## src/rtl/apb_protocol_checker_pkg.sv

```systemverilog
// ----------------------------------------------------------------------------
// apb_checker_pkg
// Shared types and helpers for the APB protocol checker:
//   apb_state_e   - tracking FSM states (IDLE / SETUP / ACCESS)
//   err_code_e    - error codes 1..11, lower value = higher priority
//   NUM_ERR       - number of error codes (width of the sticky vector)
//   err_bit()     - one-hot error-vector bit for a code (bit k-1 for code k)
//   err_priority()- lowest code present in an error vector (0 if none)
//   lowest_index()- index of the lowest set bit of a select vector
// ----------------------------------------------------------------------------
package apb_checker_pkg;

    typedef enum logic [1:0] {
        ST_IDLE   = 2'd0,
        ST_SETUP  = 2'd1,
        ST_ACCESS = 2'd2
    } apb_state_e;

    typedef enum logic [3:0] {
        ERR_NONE            = 4'd0,
        ERR_PADDR_XZ        = 4'd1,
        ERR_PRWD_XZ         = 4'd2,
        ERR_PWDATA_XZ       = 4'd3,
        ERR_PENABLE_XZ      = 4'd4,
        ERR_PSEL_XZ         = 4'd5,
        ERR_MULTI_PSEL      = 4'd6,
        ERR_ENABLE_NO_SETUP = 4'd7,
        ERR_SETUP_NO_ACCESS = 4'd8,
        ERR_UNSTABLE        = 4'd9,
        ERR_TIMEOUT         = 4'd10,
        ERR_SLVERR          = 4'd11
    } err_code_e;

    localparam int NUM_ERR = 11;

    function automatic logic [NUM_ERR-1:0] err_bit(input err_code_e code);
        err_bit = NUM_ERR'(1) << (int'(code) - 1);
    endfunction

    // Scan from the top down so the lowest set code is the one left behind.
    function automatic logic [3:0] err_priority(input logic [NUM_ERR-1:0] vec);
        err_priority = 4'd0;
        for (int k = NUM_ERR - 1; k >= 0; k--) begin
            if (vec[k]) begin
                err_priority = 4'(k + 1);
            end
        end
    endfunction

    function automatic logic [4:0] lowest_index(input logic [31:0] vec);
        lowest_index = 5'd0;
        for (int k = 31; k >= 0; k--) begin
            if (vec[k]) begin
                lowest_index = 5'(k);
            end
        end
    endfunction

endpackage

```

## src/rtl/apb_protocol_checker_err_log.sv

```systemverilog
// ----------------------------------------------------------------------------
// apb_chk_err_log
// Error/transfer bookkeeping behind the checker FSM.
//   clk, srst      - clock, synchronous active-high reset
//   err_vec        - errors found this cycle (bit k-1 = code k)
//   err_slave_in   - lowest active psel index this cycle
//   xfer_done      - a transfer completed this cycle
//   clear          - clear sticky flags and both counters
//   err_valid/err_code/err_slave - one-cycle error report
//   err_sticky     - accumulated error codes
//   err_count, xfer_count - saturating counters
// Inputs are first captured on the sampling edge, then folded into the
// outputs on the following edge, so a report appears one cycle after the
// offending sample. clear travels through the same stage, which is what
// lets a clear win over an error sampled on the same edge.
// ----------------------------------------------------------------------------
module apb_chk_err_log
    import apb_checker_pkg::*;
#(
    parameter int CNT_WIDTH = 16
) (
    input  logic                 clk,
    input  logic                 srst,
    input  logic [NUM_ERR-1:0]   err_vec,
    input  logic [4:0]           err_slave_in,
    input  logic                 xfer_done,
    input  logic                 clear,
    output logic                 err_valid,
    output logic [3:0]           err_code,
    output logic [4:0]           err_slave,
    output logic [NUM_ERR-1:0]   err_sticky,
    output logic [CNT_WIDTH-1:0] err_count,
    output logic [CNT_WIDTH-1:0] xfer_count
);
    // capture stage
    logic [NUM_ERR-1:0]   vec_q;
    logic [4:0]           slave_q;
    logic                 xfer_q;
    logic                 clear_q;
    // report stage
    logic                 valid_q,  valid_d;
    logic [3:0]           code_q,   code_d;
    logic [4:0]           eslave_q, eslave_d;
    logic [NUM_ERR-1:0]   sticky_q, sticky_d;
    logic [CNT_WIDTH-1:0] ecnt_q,   ecnt_d;
    logic [CNT_WIDTH-1:0] xcnt_q,   xcnt_d;

    generate
        for (genvar gi = 0; gi < NUM_ERR; gi++) begin : g_sticky
            assign sticky_d[gi] = !clear_q && (sticky_q[gi] || vec_q[gi]);
        end
    endgenerate

    always_comb begin
        valid_d  = |vec_q;
        code_d   = err_priority(vec_q);
        eslave_d = valid_d ? slave_q : 5'd0;

        ecnt_d = ecnt_q;
        if (clear_q) begin
            ecnt_d = '0;
        end else if (valid_d && (ecnt_q != '1)) begin
            ecnt_d = ecnt_q + CNT_WIDTH'(1);
        end

        xcnt_d = xcnt_q;
        if (clear_q) begin
            xcnt_d = '0;
        end else if (xfer_q && (xcnt_q != '1)) begin
            xcnt_d = xcnt_q + CNT_WIDTH'(1);
        end
    end

    always_ff @(posedge clk) begin
        if (srst) begin
            vec_q    <= '0;
            slave_q  <= '0;
            xfer_q   <= 1'b0;
            clear_q  <= 1'b0;
            valid_q  <= 1'b0;
            code_q   <= '0;
            eslave_q <= '0;
            sticky_q <= '0;
            ecnt_q   <= '0;
            xcnt_q   <= '0;
        end else begin
            vec_q    <= err_vec;
            slave_q  <= err_slave_in;
            xfer_q   <= xfer_done;
            clear_q  <= clear;
            valid_q  <= valid_d;
            code_q   <= code_d;
            eslave_q <= eslave_d;
            sticky_q <= sticky_d;
            ecnt_q   <= ecnt_d;
            xcnt_q   <= xcnt_d;
        end
    end

    assign err_valid  = valid_q;
    assign err_code   = code_q;
    assign err_slave  = eslave_q;
    assign err_sticky = sticky_q;
    assign err_count  = ecnt_q;
    assign xfer_count = xcnt_q;

endmodule

```

## config.mk

```make
export PLATFORM = sky130hd
export DESIGN_NAME = apb_chk_err_log
export DESIGN_NICKNAME = d
export VERILOG_FILES = /design/src/rtl/apb_protocol_checker_pkg.sv /design/src/rtl/apb_protocol_checker_err_log.sv
export SDC_FILE = /design/constraint.sdc
export NUM_CORES = 1
export LEC_CHECK = 0
export ABC_AREA = 1
export ABC_CLOCK_PERIOD_IN_PS = 4300
export CORE_MARGIN = 10
export CORE_UTILIZATION = 53
export DETAILED_ROUTE_END_ITERATION = 16
export GPL_ROUTABILITY_DRIVEN = 0
export MAX_ROUTING_LAYER = met4
export PLACE_DENSITY_LB_ADDON = 0.1
export SYNTH_ARGS = -nofsm -noshare
export SYNTH_HDL_FRONTEND = slang
export SYNTH_SLANG_ARGS = --single-unit
```

## constraint.sdc

```tcl
create_clock -name clk -period 4.3 [get_ports clk]
set_input_delay 0.43 -clock clk [delete_from_list [all_inputs] [get_ports clk]]
set_output_delay 0.43 -clock clk [all_outputs]
set_load 0.01 [all_outputs]
```

==> results of run 1 <==
logic make-up (layout without fill, tap and decap cells):
family                   after synthesis  count (layout)
adder cells (fa/ha/maj)                2               2
AO/OA/AOI/OAI                         41              41
AND/OR/NAND/NOR                      214             214
flip-flops                            71              71
buffers and inverters                 73             152
XOR/XNOR                              14              14
cell usage in the layout (no fill, tap or decap), drive strengths merged:
cell and instances:
a21oi 29, a31oi 1, buf 2, bufinv 1, clkbuf 13, clkdlybuf4s50 72
clkinv 1, clkinvlp 1, dfxtp 71, ha 2, inv 62, nand2 91
nand3 22, nand4 7, nor2 78, nor3 15, nor4 1, o21a 1
o21ai 10, xnor2 2, xor2 12
worst reg2reg max path, stage by stage (launching register included):
cell	delay (ns)
dfxtp_1	0.45
ha_1	0.26
nand3_1	0.18
nor3_4	0.25
nand2_2	0.10
nand2_2	0.26
inv_2	0.19
nand2_1	0.10
a21oi_1	0.07
worst max path at each step:
stage / from / to / slack (ns) / depth (start not counted)
after floorplan: xfer_count[1] / xfer_count[4] / 2.59 / 9
after global placement: srst / err_count[13] / 1.85 / 6
after detailed placement: srst / err_count[13] / 1.76 / 6
after CTS: srst / err_count[9] / 2.12 / 6
after global routing: srst / err_count[13] / 1.94 / 6
final: srst / err_count[9] / 2.12 / 6
layer usage:
metal / GRT usage / part of all wire / vias up
li1: - / - / 1430
met1: 0.180 / 0.44 / 1231
met2: 0.262 / 0.49 / 76
met3: 0.0412 / 0.064 / 8
met4: 0.0725 / 0.011 / 0
met5: - / 0 / -
final cells by class:
class	count	area (µm²)
Timing Repair Buffer	74	736
Clock inverter	3	42.5
Sequential cell	71	1420
Fill cell	471	1580
Multi-Input combinational cell	271	1330
Clock buffer	13	149
Inverter	62	233
Tap cell	72	90.1
power by group:
part | leakage (nW) | internal (mW) | switching, mW | total [mW]
combinational | 0.872 | 0.0572 | 0.0589 | 0.116
sequential | 0.581 | 0.681 | 0.0136 | 0.694
clock | 0.0936 | 0.284 | 0.237 | 0.521
synth_stat cells, types with 7 or more instances:
library cell,number,area share
nand3_1,20,0.033
nor3_1,14,0.023
nand2_2,8,0.016
inv_1,61,0.075
xor2_1,12,0.034
nand2_1,83,0.10
o21ai_0,9,0.015
nor2_1,76,0.093
dfxtp_1,71,0.46
nand4_1,7,0.014
a21oi_2,9,0.026
a21oi_1,20,0.033
metrics by stage:
stage | setup WS (ns) | instances
2_1_floorplan | 2.59 | 415
3_3_place_gp | 1.85 | 550
3_5_place_dp | 1.76 | 550
4_1_cts | 2.12 | 566
5_1_grt | 1.94 | 566
6_report | 2.12 | 566
state kept, by name (all words and copies together) (netlist names):
signal,count
err_slave,5
err_code,4
err_sticky,11
slave_q,5
err_count,16
xfer_count,16
vec_q,11
clear_q,1
xfer_q,1
err_valid,1
==> impl_metrics.toml, run 1 <==
[clocking]
htreeDepth = 3
post-cts-setup-buffer-count = 0
cts.clk_slew.worst_paths_ns = 0.07
cts_tree = "built"
root_buffer = "clkbuf_8"
clk_path_buf_depth = 2
clkSinkCount = 71
cts_made_buffers = 9
worstSkewPairLatency_ns = 0.34
postCtsHoldBufs = 0
post_cts_resized = 0

[route]
wl_per_cell_um = 12.2
first_pass_iters = 4
drtIter0Drc = 166
vias_per_cell = 4.85
vias = 2745
drc_errors = 0
ant_nets = 0
totalWireLength_um = 6890

[synthesis]
synth_edf_count = 0
ys_types = 26
syn_area_mm2 = 0.00306
synth_compound_gate_area_share = 0.0804
yosys.area_share.simple = 0.305
ys_seq_elements = 71
ys.flop_type = "dfxtp_1"
ys_seq_area_frac = 0.464
netlist_instances = 415
syn_nets = 437
ys_warn_count = 0
synthXorXnorAreaFrac = 0.0400
muxShareOfSynthArea = 0
synth_top_family_by_area = "simple AND/OR/NAND/NOR gates"
avgSynthCellArea_um2 = 7.38
synthAdderAreaFrac = 0.00817
ys_async_sr_fraction = 0

[sta]
fin_crit_sh = 0.506
fin_tns_setup_ns = 0
fin_worst_skew_ns = 0.00744
finalCriticalPeriod_ns = 2.18
hold_viol_final = 0
grt_setup_unrepaired = "false"
setup_viol = 0
maxSlewViolCount = 0
slew_headroom = 0.232
fmax_mhz = 460
timing.hold.ws_ns = 0.408
worst_slew_pin_slew_ns = 1.15

[final_layout]
fin_util = 0.717
drive_gt1_frac = 0.0789
fin_nets = 511
final_cell_area_mm2 = 0.00400
antenna_cells = 0
synthToLayoutAreaGrowth_pct = 30.5

[die]
initial_core_util = 0.550
die_area_mm2 = 0.00922
ioPinCount = 73
die_y_um = 96.0
die_w_um = 96.0
coreArea_mm2 = 0.00557
rows = 27

[hold_path]
hp-start = "slave_q[3]"
hold_end = "err_slave[3]"
holdPathStages = 2
min_path_type = "register to register"

[job]
maxCapViolCount = 0

[placement]
postPlaceCellArea_mm2 = 0.00381
dp_hpwl_um = 5030
port-buffer-count = 72

[critical_path]
path_cells = "clkdlybuf4s50_1 -> buf_4 -> nor2_1 -> buf_4 -> inv_1 -> a21oi_1"
cp.required_ns = 4.46
cpMaxStageDelayCell = "inv_1"
critPathKind = "input pin to register"
cp-end-kind = "register"
cp.arrival_ns = 2.34
r2r_cells = 8
timing.rr.start = "err_count[0]"
path_buf_inv = 4
r2r_end = "err_count[9]"
r2r_slack_ns = 2.27
cpMostUsedCell = "buf_4"
crit_fanout = 30
cpLargestDelayFamily = "buffers and inverters"
cp-start-kind = "input pin"
critPathMaxStageDelay_ns = 0.84

[grt]
antenna_found_initial = 0
gr-usage-all-layers = 0.160
grt_first_pass_wirelength_um = 11600
grt_pass1_vias = 2706
grt_max_degree = 31
grt-ovfl-total = 0

[power]
ir_worst_vdd_uv = 263
p_leak_nw = 1.55
finalPower_mw = 1.33
p_per_area_mw_per_mm2 = 333

[run_status]
status = "completed"
Power figures use the tool's default switching activity.
==> run 2: changes to the inputs <==
ABC_CLOCK_PERIOD_IN_PS = 1800   (was 4300)
CORE_UTILIZATION = 45   (was 53)
clock period = 1.8 ns   (was 4.3 ns; I/O delays follow)
==> impl_metrics.toml, run 2 (synthesis gave the netlist of run 1 again) <==
[die]
ioPinCount = 73
die_area_mm2 = 0.0105
rows = 30
initial_core_util = 0.456
die_w_um = 103
coreArea_mm2 = 0.00672
die_y_um = 103

[grt]
grt_first_pass_wirelength_um = 12000
use_met1 = 0.168
gr-usage-all-layers = 0.147
met2_usage = 0.236
busiest_layer = "met2"
grt_max_degree = 21
antenna_found_initial = 0
grt_use_met3 = 0.0416
grt-ovfl-total = 0
grt_pass1_vias = 2654

[clocking]
root_buffer = "clkbuf_8"
cts_made_buffers = 9
cts.clk_slew.worst_paths_ns = 0.08
clkSinkCount = 71
clk_path_buf_depth = 2
htreeDepth = 3
cts_tree = "built"
worstSkewPairLatency_ns = 0.35
postCtsHoldBufs = 0

[route]
vias_per_cell = 4.76
totalWireLength_um = 7300
first_pass_iters = 4
wl_per_cell_um = 12.4
drtIter0Drc = 113
drc_errors = 0
vias = 2801
ant_nets = 0

[critical_path]
crit_fanout = 8
critPathKind = "register to register"
cp-end-kind = "register"
path_buf_inv = 2
critPathMaxStageDelay_ns = 0.38
path_cells = "ha_4 -> nand3_2 -> nor3_4 -> buf_4 -> nand2_2 -> nand2_4 -> buf_12 -> o21ai_0 -> nand2_1 -> nor2_1"
cp-start-kind = "register"
cp.required_ns = 2.03
cp.arrival_ns = 1.87
cpMaxStageDelayCell = "dfxtp_1"
cpLargestDelayFamily = "simple AND/OR/NAND/NOR gates"

[final_layout]
drive_gt1_frac = 0.118
antenna_cells = 0
fin_util = 0.624
final_cell_mix = "nand2_1, nor2_1, clkdlybuf4s50_1, dfxtp_1, inv_1"
synthToLayoutAreaGrowth_pct = 36.9
final_cell_area_mm2 = 0.00419
layout_commonest_cell = "nand2_1"
final_cells = 588
fin_nets = 525

[sta]
slew_headroom = 0.674
timing.hold.ws_ns = 0.338
fin_worst_skew_ns = 0.0116
fin_crit_sh = 0.913
finalCriticalPeriod_ns = 1.64
worst_slew_pin_slew_ns = 0.485
maxSlewViolCount = 0
hold_viol_final = 0
worst_slack_ns = 0.157
fin_tns_setup_ns = 0
fmax_mhz = 609
grt_setup_unrepaired = "false"
setup_viol = 0

[power]
power_frac_comb = 0.092
finalPower_mw = 3.38
internal_power_mw = 2.57
swShare = 0.239
p_clk_frac = 0.419
seqPwrFrac = 0.490
ir_worst_vdd_uv = 491
switching_power_mw = 0.807
p_leak_nw = 1.64
p_per_area_mw_per_mm2 = 805

[placement]
place_inst = 569
postPlaceCellArea_mm2 = 0.00390
dp_slack_ns = -0.0396
dp_hpwl_um = 5350
port-buffer-count = 72

[job]
maxCapViolCount = 0

[hold_path]
min_path_type = "input pin to register"

[run_status]
status = "completed"
run 2: cell types whose count changed in the layout (fill, tap and decap cells not counted), moves of 2 or more:
cell | before | now
buf_4 | 2 | 15
clkbuf_1 | 3 | 1
clkinv_4 | 0 | 2
nand3_1 | 20 | 18
nand3_2 | 1 | 3
run 2: final cells by class:
class                           instances  area (µm²)
Clock buffer                           10         128
Clock inverter                          6        93.8
Fill cell                             604        2520
Inverter                               62         235
Multi-Input combinational cell        271        1360
Sequential cell                        71        1420
Tap cell                               80         100
Timing Repair Buffer                   88         853
run 2: worst paths after layout:
check | from | endpoint | slack [ns] | cells after the start
min | err_vec[6] | vec_q[6] | 0.34 | 3
max reg2reg | err_count[1] | err_count[2] | 0.16 | 10
min reg2reg | slave_q[1] | err_slave[1] | 0.41 | 2
max | err_count[1] | err_count[2] | 0.16 | 10
run 2: layer usage:
metal	wire, µm	share of wire
met1	3330	0.46
met2	3380	0.46
met3	478	0.065
met4	104	0.014
met5	0	0
run 2: power by group through the flow:
stage / Sequential [mW] / Combinational [mW] / Clock [mW]
finish: 1.65 / 0.310 / 1.41
floorplan: 1.70 / 0.133 / 0
global placement: 1.69 / 0.300 / 0
global route: 1.66 / 0.346 / 1.53
detailed placement: 1.69 / 0.305 / 0
CTS: 1.65 / 0.306 / 1.46
run 2: timing repair:
item	4_1_cts	5_1_grt
setup endpoints to repair	4	15
resized for setup	1	9
buffers inserted	0	3
pin swaps	0	3
run 2: tightest hold or removal path: stages:
cell,delay [ns]
clkdlybuf4s50_1,0.39
inv_1,0.05
nor2_1,0.03
